## config.mk

```make
export PLATFORM = sky130hd
export DESIGN_NAME = dac_update_scheduler
export DESIGN_NICKNAME = d
export VERILOG_FILES = /design/src/rtl/dac_update_scheduler.sv
export SDC_FILE = /design/constraint.sdc
export NUM_CORES = 1
export LEC_CHECK = 0
export CAP_MARGIN = 10
export CORE_ASPECT_RATIO = 1.5
export CORE_UTILIZATION = 50
export CTS_CLUSTER_SIZE = 12
export DETAILED_ROUTE_END_ITERATION = 8
export DONT_BUFFER_PORTS = 1
export GPL_TIMING_DRIVEN = 0
export PLACE_DENSITY = 0.69
export REMOVE_ABC_BUFFERS = 1
export SYNTH_ARGS = -nofsm -noshare
export SYNTH_HDL_FRONTEND = slang
export SYNTH_SLANG_ARGS = --single-unit
```

## constraint.sdc

```tcl
create_clock -name clk -period 5.6 [get_ports clk]
set_input_delay 0.84 -clock clk [delete_from_list [all_inputs] [get_ports clk]]
set_output_delay 0.84 -clock clk [all_outputs]
set_load 0.02 [all_outputs]
```

## src/rtl/dac_update_scheduler.sv

```systemverilog
// Captures register-bank update strobes into shadow copies and serialises one
// 24-bit SPI mode-0 write per pending channel, granted round-robin.
module dac_update_scheduler #(
  parameter int unsigned CLK_DIV = 4,
  parameter int unsigned CS_GAP  = 2,
  parameter logic [3:0]  DAC_CMD = 4'h3
) (
  input  logic        clk,
  input  logic        rst,
  input  logic        en,
  input  logic [3:0]  upd,
  input  logic [15:0] val0,
  input  logic [15:0] val1,
  input  logic [15:0] val2,
  input  logic [15:0] val3,
  output logic        dac_cs_n,
  output logic        dac_sclk,
  output logic        dac_mosi,
  output logic        busy,
  output logic [3:0]  pending,
  output logic        frame_done,
  output logic [1:0]  done_ch
);

  typedef enum logic [1:0] {
    IDLE,
    SHIFT,
    HOLD,
    GAP
  } state_t;

  localparam logic [7:0] DIV_LOAD = 8'(CLK_DIV - 1);
  localparam logic [7:0] GAP_LOAD = 8'(CS_GAP - 1);

  state_t            state, state_d;
  logic [3:0]        upd_q;
  logic [3:0]        req;
  logic [3:0][15:0]  val_in;
  logic [3:0][15:0]  shadow, shadow_d;
  logic [3:0]        pending_d;
  logic [1:0]        last, last_d;
  logic [23:0]       sr, sr_d;
  logic [7:0]        div_cnt, div_d;
  logic [4:0]        bit_cnt, bit_d;
  logic [7:0]        gap_cnt, gap_d;
  logic              cs_n_d, sclk_d, busy_d, frame_done_d;
  logic [1:0]        done_ch_d;
  logic              grant_found;
  logic [1:0]        grant_ch;
  logic [1:0]        cand;

  assign val_in = {val3, val2, val1, val0};
  assign req    = upd & ~upd_q;

  // mosi is the shift-register MSB; the register is cleared when the frame ends
  assign dac_mosi = sr[23];

  always_comb begin
    grant_ch    = last;
    grant_found = 1'b0;
    cand        = '0;
    for (int unsigned k = 1; k <= 4; k++) begin
      cand = last + 2'(k);
      if (!grant_found && pending[cand]) begin
        grant_ch    = cand;
        grant_found = 1'b1;
      end
    end
  end

  always_comb begin
    state_d      = state;
    shadow_d     = shadow;
    pending_d    = pending;
    last_d       = last;
    sr_d         = sr;
    div_d        = div_cnt;
    bit_d        = bit_cnt;
    gap_d        = gap_cnt;
    cs_n_d       = dac_cs_n;
    sclk_d       = dac_sclk;
    busy_d       = busy;
    frame_done_d = 1'b0;
    done_ch_d    = done_ch;

    unique case (state)
      IDLE: begin
        if (en && grant_found) begin
          state_d             = SHIFT;
          last_d              = grant_ch;
          sr_d                = {DAC_CMD, 2'b00, grant_ch, shadow[grant_ch]};
          pending_d[grant_ch] = 1'b0;
          cs_n_d              = 1'b0;
          sclk_d              = 1'b0;
          busy_d              = 1'b1;
          div_d               = DIV_LOAD;
          bit_d               = 5'd23;
        end
      end
      SHIFT: begin
        if (div_cnt != '0) begin
          div_d = div_cnt - 8'd1;
        end else begin
          div_d = DIV_LOAD;
          if (!dac_sclk) begin
            sclk_d = 1'b1;
          end else begin
            sclk_d = 1'b0;
            if (bit_cnt == '0) begin
              state_d = HOLD;
            end else begin
              bit_d = bit_cnt - 5'd1;
              sr_d  = {sr[22:0], 1'b0};
            end
          end
        end
      end
      HOLD: begin
        if (div_cnt != '0) begin
          div_d = div_cnt - 8'd1;
        end else begin
          state_d      = GAP;
          cs_n_d       = 1'b1;
          sr_d         = '0;
          frame_done_d = 1'b1;
          done_ch_d    = last;
          gap_d        = GAP_LOAD;
        end
      end
      GAP: begin
        if (gap_cnt != '0) begin
          gap_d = gap_cnt - 8'd1;
        end else begin
          state_d = IDLE;
          busy_d  = 1'b0;
        end
      end
      default: state_d = IDLE;
    endcase

    // A request landing on the grant edge re-arms the channel after the clear
    for (int unsigned i = 0; i < 4; i++) begin
      if (req[i]) begin
        pending_d[i] = 1'b1;
        shadow_d[i]  = val_in[i];
      end
    end
  end

  always_ff @(posedge clk or posedge rst) begin
    if (rst) begin
      state      <= IDLE;
      upd_q      <= '0;
      shadow     <= '0;
      pending    <= '0;
      last       <= 2'd3;
      sr         <= '0;
      div_cnt    <= '0;
      bit_cnt    <= '0;
      gap_cnt    <= '0;
      dac_cs_n   <= 1'b1;
      dac_sclk   <= 1'b0;
      busy       <= 1'b0;
      frame_done <= 1'b0;
      done_ch    <= '0;
    end else begin
      state      <= state_d;
      upd_q      <= upd;
      shadow     <= shadow_d;
      pending    <= pending_d;
      last       <= last_d;
      sr         <= sr_d;
      div_cnt    <= div_d;
      bit_cnt    <= bit_d;
      gap_cnt    <= gap_d;
      dac_cs_n   <= cs_n_d;
      dac_sclk   <= sclk_d;
      busy       <= busy_d;
      frame_done <= frame_done_d;
      done_ch    <= done_ch_d;
    end
  end

endmodule
```

Word-level counts from Yosys, hierarchy flattened
Index checks and enable logic that the tools add are counted.

word-level totals
  word-level logic and storage cells = 150
  input bits = 71
  register bits after elaboration = 127
  output and inout port bits = 11

cells by class
  bitwise gates (word level) = 5
  magnitude comparators = 6
  eq/ne operators = 12
  muxes and demuxes = 62
  reduce and logical (&&, ||, !) cells = 39
  add/subtract/negate cells = 6

operator list
  operator                                                               count
  24-bit two-way mux                                                     5
  24-bit one-hot mux with 3 select lines                                 1
  8-bit two-way mux                                                      5
  16-bit binary-select mux with 2-bit select                             1
  8-bit one-hot mux with 3 select lines                                  1
  2-bit nonzero test                                                     12
  1-bit two-way mux                                                      21
  2-bit two-way mux                                                      10
  5-bit two-way mux                                                      4
  2-bit != test (second input constant)                                  9
  16-bit two-way mux                                                     1
  8-bit one-hot mux with 2 select lines                                  1
  8-bit nonzero test                                                     2
  8-bit by 1-bit subtractor with 8-bit output (second input constant)    2
  2-bit by 3-bit < comparator with 1-bit output (second input constant)  5
  3-bit AND reduction                                                    5
  2-bit AND reduction                                                    6
  6-bit AND reduction                                                    2
  5-bit one-hot mux with 2 select lines                                  1
  4-bit AND                                                              2
  1-bit binary-select mux with 2-bit select                              4
  4-bit two-way mux                                                      2
  4-bit inverter                                                         2
  2-bit one-hot mux with 4 select lines                                  1
  other kinds (15)                                                       25

Longest topological paths before layout
  word-level depth = 22
  depth in mapped cells = 10
  gate-level depth less buffers = 7

Worst setup path before layout
No wires, ideal clock.

  kind = input to register
  start point = in en
  end point = reg sr[1]
  data arrival time = 2,123 ps
  cell stages on the path = 7
  path buffers = 2
  required time = 5,468 ps
  slack = 3,345 ps
  cells stage by stage = o41ai_1 and2_1 or4_1 buf_4 buf_6 a211oi_2 a21oi_1

between the ends
  word-level cells in the longest chain between the ends = 3

RTL lines
  what                                  RTL line  RTL
  from (decl)                           10        input logic en,
  1-bit logical AND                     88        if (en && grant_found) begin
  2-bit != test (no source line)        n/a
  6-bit AND reduction (no source line)  n/a
  to (signal assigned)                  172       sr <= sr_d;
  to (decl)                             42        logic [23:0] sr, sr_d;

No other way between the ends.
A chain may end at the register's enable or synchronous reset.

Final worst setup path
  start point = reg pending[1]
  end point = reg sr[8]

between the ends
  word-level cells in the longest chain between the ends = 16
  elaborated cells on any way between the ends = 29

RTL lines
  what                                        RTL line  RTL
  from (decl)                                 20        output logic [3:0] pending,
  from (signal assigned)                      170       pending <= pending_d;
  1-bit binary-select mux with 2-bit select   64        if (!grant_found && pending[cand]) begin
  1-bit two-way mux (implied by the code)     64
  1-bit two-way mux                           64
  1-bit logical NOT                           64
  1-bit logical AND                           64
  1-bit two-way mux                           64
  1-bit logical NOT                           64
  1-bit logical AND                           64
  1-bit two-way mux                           64
  1-bit logical NOT                           64
  1-bit logical AND                           64
  2-bit two-way mux                           64
  16-bit binary-select mux with 2-bit select  91        sr_d = {DAC_CMD, 2'b00, grant_ch, shadow[grant_ch]};
  16-bit two-way mux (implied by the code)    91
  24-bit two-way mux                          88
  24-bit one-hot mux with 3 select lines      86        unique case (state)

Several ways; a longest one is shown, not always the timed one. The select of a mux whose other input is x is not followed.

==> summary.txt <==
Status
  • Status: complete, no violations

Place
  • DP Area: 0.00669 mm2
  • HPWL Detailed: 9790 um
  • Number of port buffers: 0
  • Global placement routability congestion: between 0.7 and 0.8

Logic synthesis
  • Post-synth EDFFs: 0
  • Top_reg_cell synth: dfrtp_1
  • Cell variety after synth: 67
  • Cell with the most instances after synthesis: dfrtp_1
  • Cell count after synthesis: between 600 and 700
  • Mapped Area: approximately 0.0066 mm2
  • Avg Inst Size Synth: 10.9 um2
  • Post-synth ARST share: 100%
  • Top post-synthesis cells by count: dfrtp_1, mux2_2, clkbuf_1
  • Synth Register Bits: between 100 and 150
  • Post-synth top area cell: dfrtp_1
  • Post-synthesis sequential area ratio: between 40 and 50%
  • Synth top area share: 47.2%
  • YS warnings: 0
  • Top cells by area, synth: dfrtp_1, mux2_2, nor3b_1, a311oi_1, nand2b_1

Floorplan
  • Die Wd: 95.6 um
  • Total core area: ~0.013 mm2
  • Total Die Area: 0.0136 mm2
  • Num ports: about 80
  • Die height: 142 um
  • Starting Density: a little over half
  • Core Rows: 50

Worst setup path
  • CP required: 5.87 ns
  • Crit Path Category: reg2reg
  • Worst Setup End Kind: flip-flop
  • CP startpoint kind: flip-flop
  • CP cell instances: nand3b_1 > and3_2 > a211oi_1 > a21oi_1
  • CP max stage delay: 0.99 ns
  • Worst EP arrival: 3.60 ns
  • Critical Path Fanout Max: 35
  • Max stage delay cell, worst path: nand3b_1

Pwr
  • Overall Power: 0.00460 W
  • Static leakage: 2.87 nW
  • Sw power: 0.00196 W
  • Int Power: 0.00264 W
  • Clock power share: 22.3%
  • Sequential power share: 31.3%
  • PwrDens: 634 mW/mm2
  • Combinational Power Share: 46.4%
  • Max IR drop VDD: 0.403 mV
  • Switching Fraction: 42.6%

Timing
  • Slew @ Worst Pin: between 1 and 1.5 ns
  • Final setup fails: 0
  • Clock Skews: 0.00743 ns
  • RSZ-0062 raised after global routing: no
  • Crit share post-route: between 50% and 60%
  • Final hold violation count: 0
  • Max Slew Vio Count: 0
  • Fmax: 300 MHz
  • Max transition margin: 13.0%
  • Post-layout min period: 3.33 ns
  • Post-Route Setup TNS: 0 ns

Clocking
  • Max Root-Sink Buffers: 2
  • CTS tree: yes
  • CTS buffer count: 17
  • Root Buffer: clkbuf_16
  • Clock Latency Late Sink: 0.41 ns
  • H-tree level count: 4
  • Clock transition at the registers of the reported paths: 0.06 ns
  • CTS Hold Bufs: 0
  • Clock Sinks: roughly 130
  • # resized after CTS: 0
  • Post-CTS Setup Bufs: 0

Detailed routing
  • Detailed Routing Iterations Pass 1: 4
  • WL/cell: between 20 and 25 um
  • Routed WL: 15000 um
  • Number of routed nets with antenna violations: 0
  • Via count: 4700
  • 1st-iter DRT viols: 263
  • Drc violations: 0
  • DR vias/cell: 6.30

Run
  • Max-cap violations: 0

Global route
  • Number of global-route vias before repair: 4977
  • Total Routing Usage GR: 23.6%
  • Largest net degree at the start of global routing: slightly above 100
  • Initial antenna violation count: 2
  • First-pass GRT wire length: 24500 um
  • GRT Residual Overflow: 0

Hold path
  • Hold Path Class: in2async

Finish
  • Multi-input combinational cell area: 0.00315 mm2
  • Nets: 656
  • Fin area: 0.00725 mm2
  • Fillers: 1075
  • Share of cells above drive strength 1: a little under a quarter
  • Area Overhead vs Synth: 10.3%
  • Post-Route Utilization: roughly 57%
  • FF+latch area: 0.00318 mm2
-- power by group through the flow --
stage	Combinational, W	Sequential [W]	Clock [W]
final	0.00213	0.00144	0.00103
after global routing	0.00236	0.00148	0.00108
after CTS	0.00214	0.00143	0.00105
after detailed placement	0.00212	0.00145	0
after global placement	0.00195	0.00143	0
after floorplan	0.00153	0.00138	0
-- placed cells by master (no fill, tap or decap), drive strengths merged, types with 5 or more instances in the layout --
cell type / Yosys / routed
or3: 7 / 7
nor2b: 8 / 8
dfrtp: 124 / 124
a211oi: 12 / 12
a221oi: 16 / 16
o31ai: 6 / 6
o2bb2ai: 6 / 6
o21ai: 23 / 23
or4: 6 / 6
nor2: 34 / 34
nor3b: 34 / 34
a31oi: 7 / 7
clkbuf: 40 / 19
nand2b: 36 / 36
a311oi: 27 / 27
mux2i: 8 / 8
ha: 9 / 9
clkinvlp: 0 / 5
buf: 9 / 5
nor3: 5 / 5
mux2: 68 / 68
nand3: 9 / 9
inv: 16 / 19
a21oi: 28 / 28
nand2: 22 / 22
-- path summary, 6_finish.rpt --
| check | from | end | slack (ns) | cells past startpoint |
|---|---|---|---|---|
| hold reg to reg | sr[19]$_DFFE_PP0P_ | sr[19]$_DFFE_PP0P_ | 0.47 | 2 |
| max in group asynchronous | rst | last[0]$_DFFE_PP1P_ | 4.55 | 2 |
| setup / recovery | pending[1]$_DFFE_PP0P_ | sr[8]$_DFFE_PP0P_ | 2.27 | 4 |
| hold / removal | rst | shadow[38]$_DFFE_PP0P_ | 0.24 | 1 |
| setup reg to reg | pending[1]$_DFFE_PP0P_ | sr[8]$_DFFE_PP0P_ | 2.27 | 4 |
| min in group clk | upd[3] | upd_q[3]$_DFF_PP0_ | 0.46 | 0 |
-- state kept, by name (all words and copies together), names as in the netlist --
| signal | cells |
|---|---|
| frame_done | 1 |
| upd_q | 4 |
| dac_cs_n | 1 |
| dac_sclk | 1 |
| bit_cnt | 5 |
| done_ch | 2 |
| state | 2 |
| gap_cnt | 8 |
| shadow | 64 |
| sr | 24 |
| div_cnt | 8 |
| busy | 1 |
| last | 2 |
| pending | 4 |
-- worst max-delay path: cells and delay by family (launching register included) --
| kind | cells | cell delay, ns |
|---|---|---|
| simple gates | 2 | 1.86 |
| flops | 1 | 0.57 |
| compound gates | 2 | 0.76 |
-- final cells by class --
cell class / count / area share, %
tap: 156 / 2.69
multi-input combinational: 409 / 43.4
sequential: 127 / 43.9
clock inverter: 12 / 1.55
antenna: 2 / 0.0690
clock buffer: 19 / 6.11
inverter: 16 / 0.897
timing repair buffer: 5 / 1.40
-- metal layers --
metal  vias to the layer above  part of all wire [%]  GRT usage (%)
met5                         -                     0              0
met2                       136                    52           39.1
li1                       2172                     -              -
met1                      2361                    39           27.4
met3                        31                   5.7           7.75
met4                         0                   3.2           11.1
-- cells by family (layout without fill, tap and decap cells) --
family	after synthesis	count (layout)	synth area share, %
multiplexers	76	76	12.9
buffers and inverters	65	52	4.23
adder cells (fa/ha/maj)	9	9	1.71
AO/OA/AOI/OAI	139	139	15.8
other	0	2	0
flip-flops	127	127	48.4
AND/OR/NAND/NOR	182	182	16.6
XOR/XNOR	3	3	0.400
-- metrics by stage --
stage / setup WS (ns) / hold WS, ns / std cells
floorplan: 1.38 / 0.438 / 552
global placement: 0.0545 / 0.453 / 708
detailed placement: 2.35 / 0.458 / 713
CTS: 2.34 / 0.239 / 744
global route: 2.05 / 0.244 / 746
finish: 2.27 / 0.237 / 746
(Power assumes the default switching activity.)
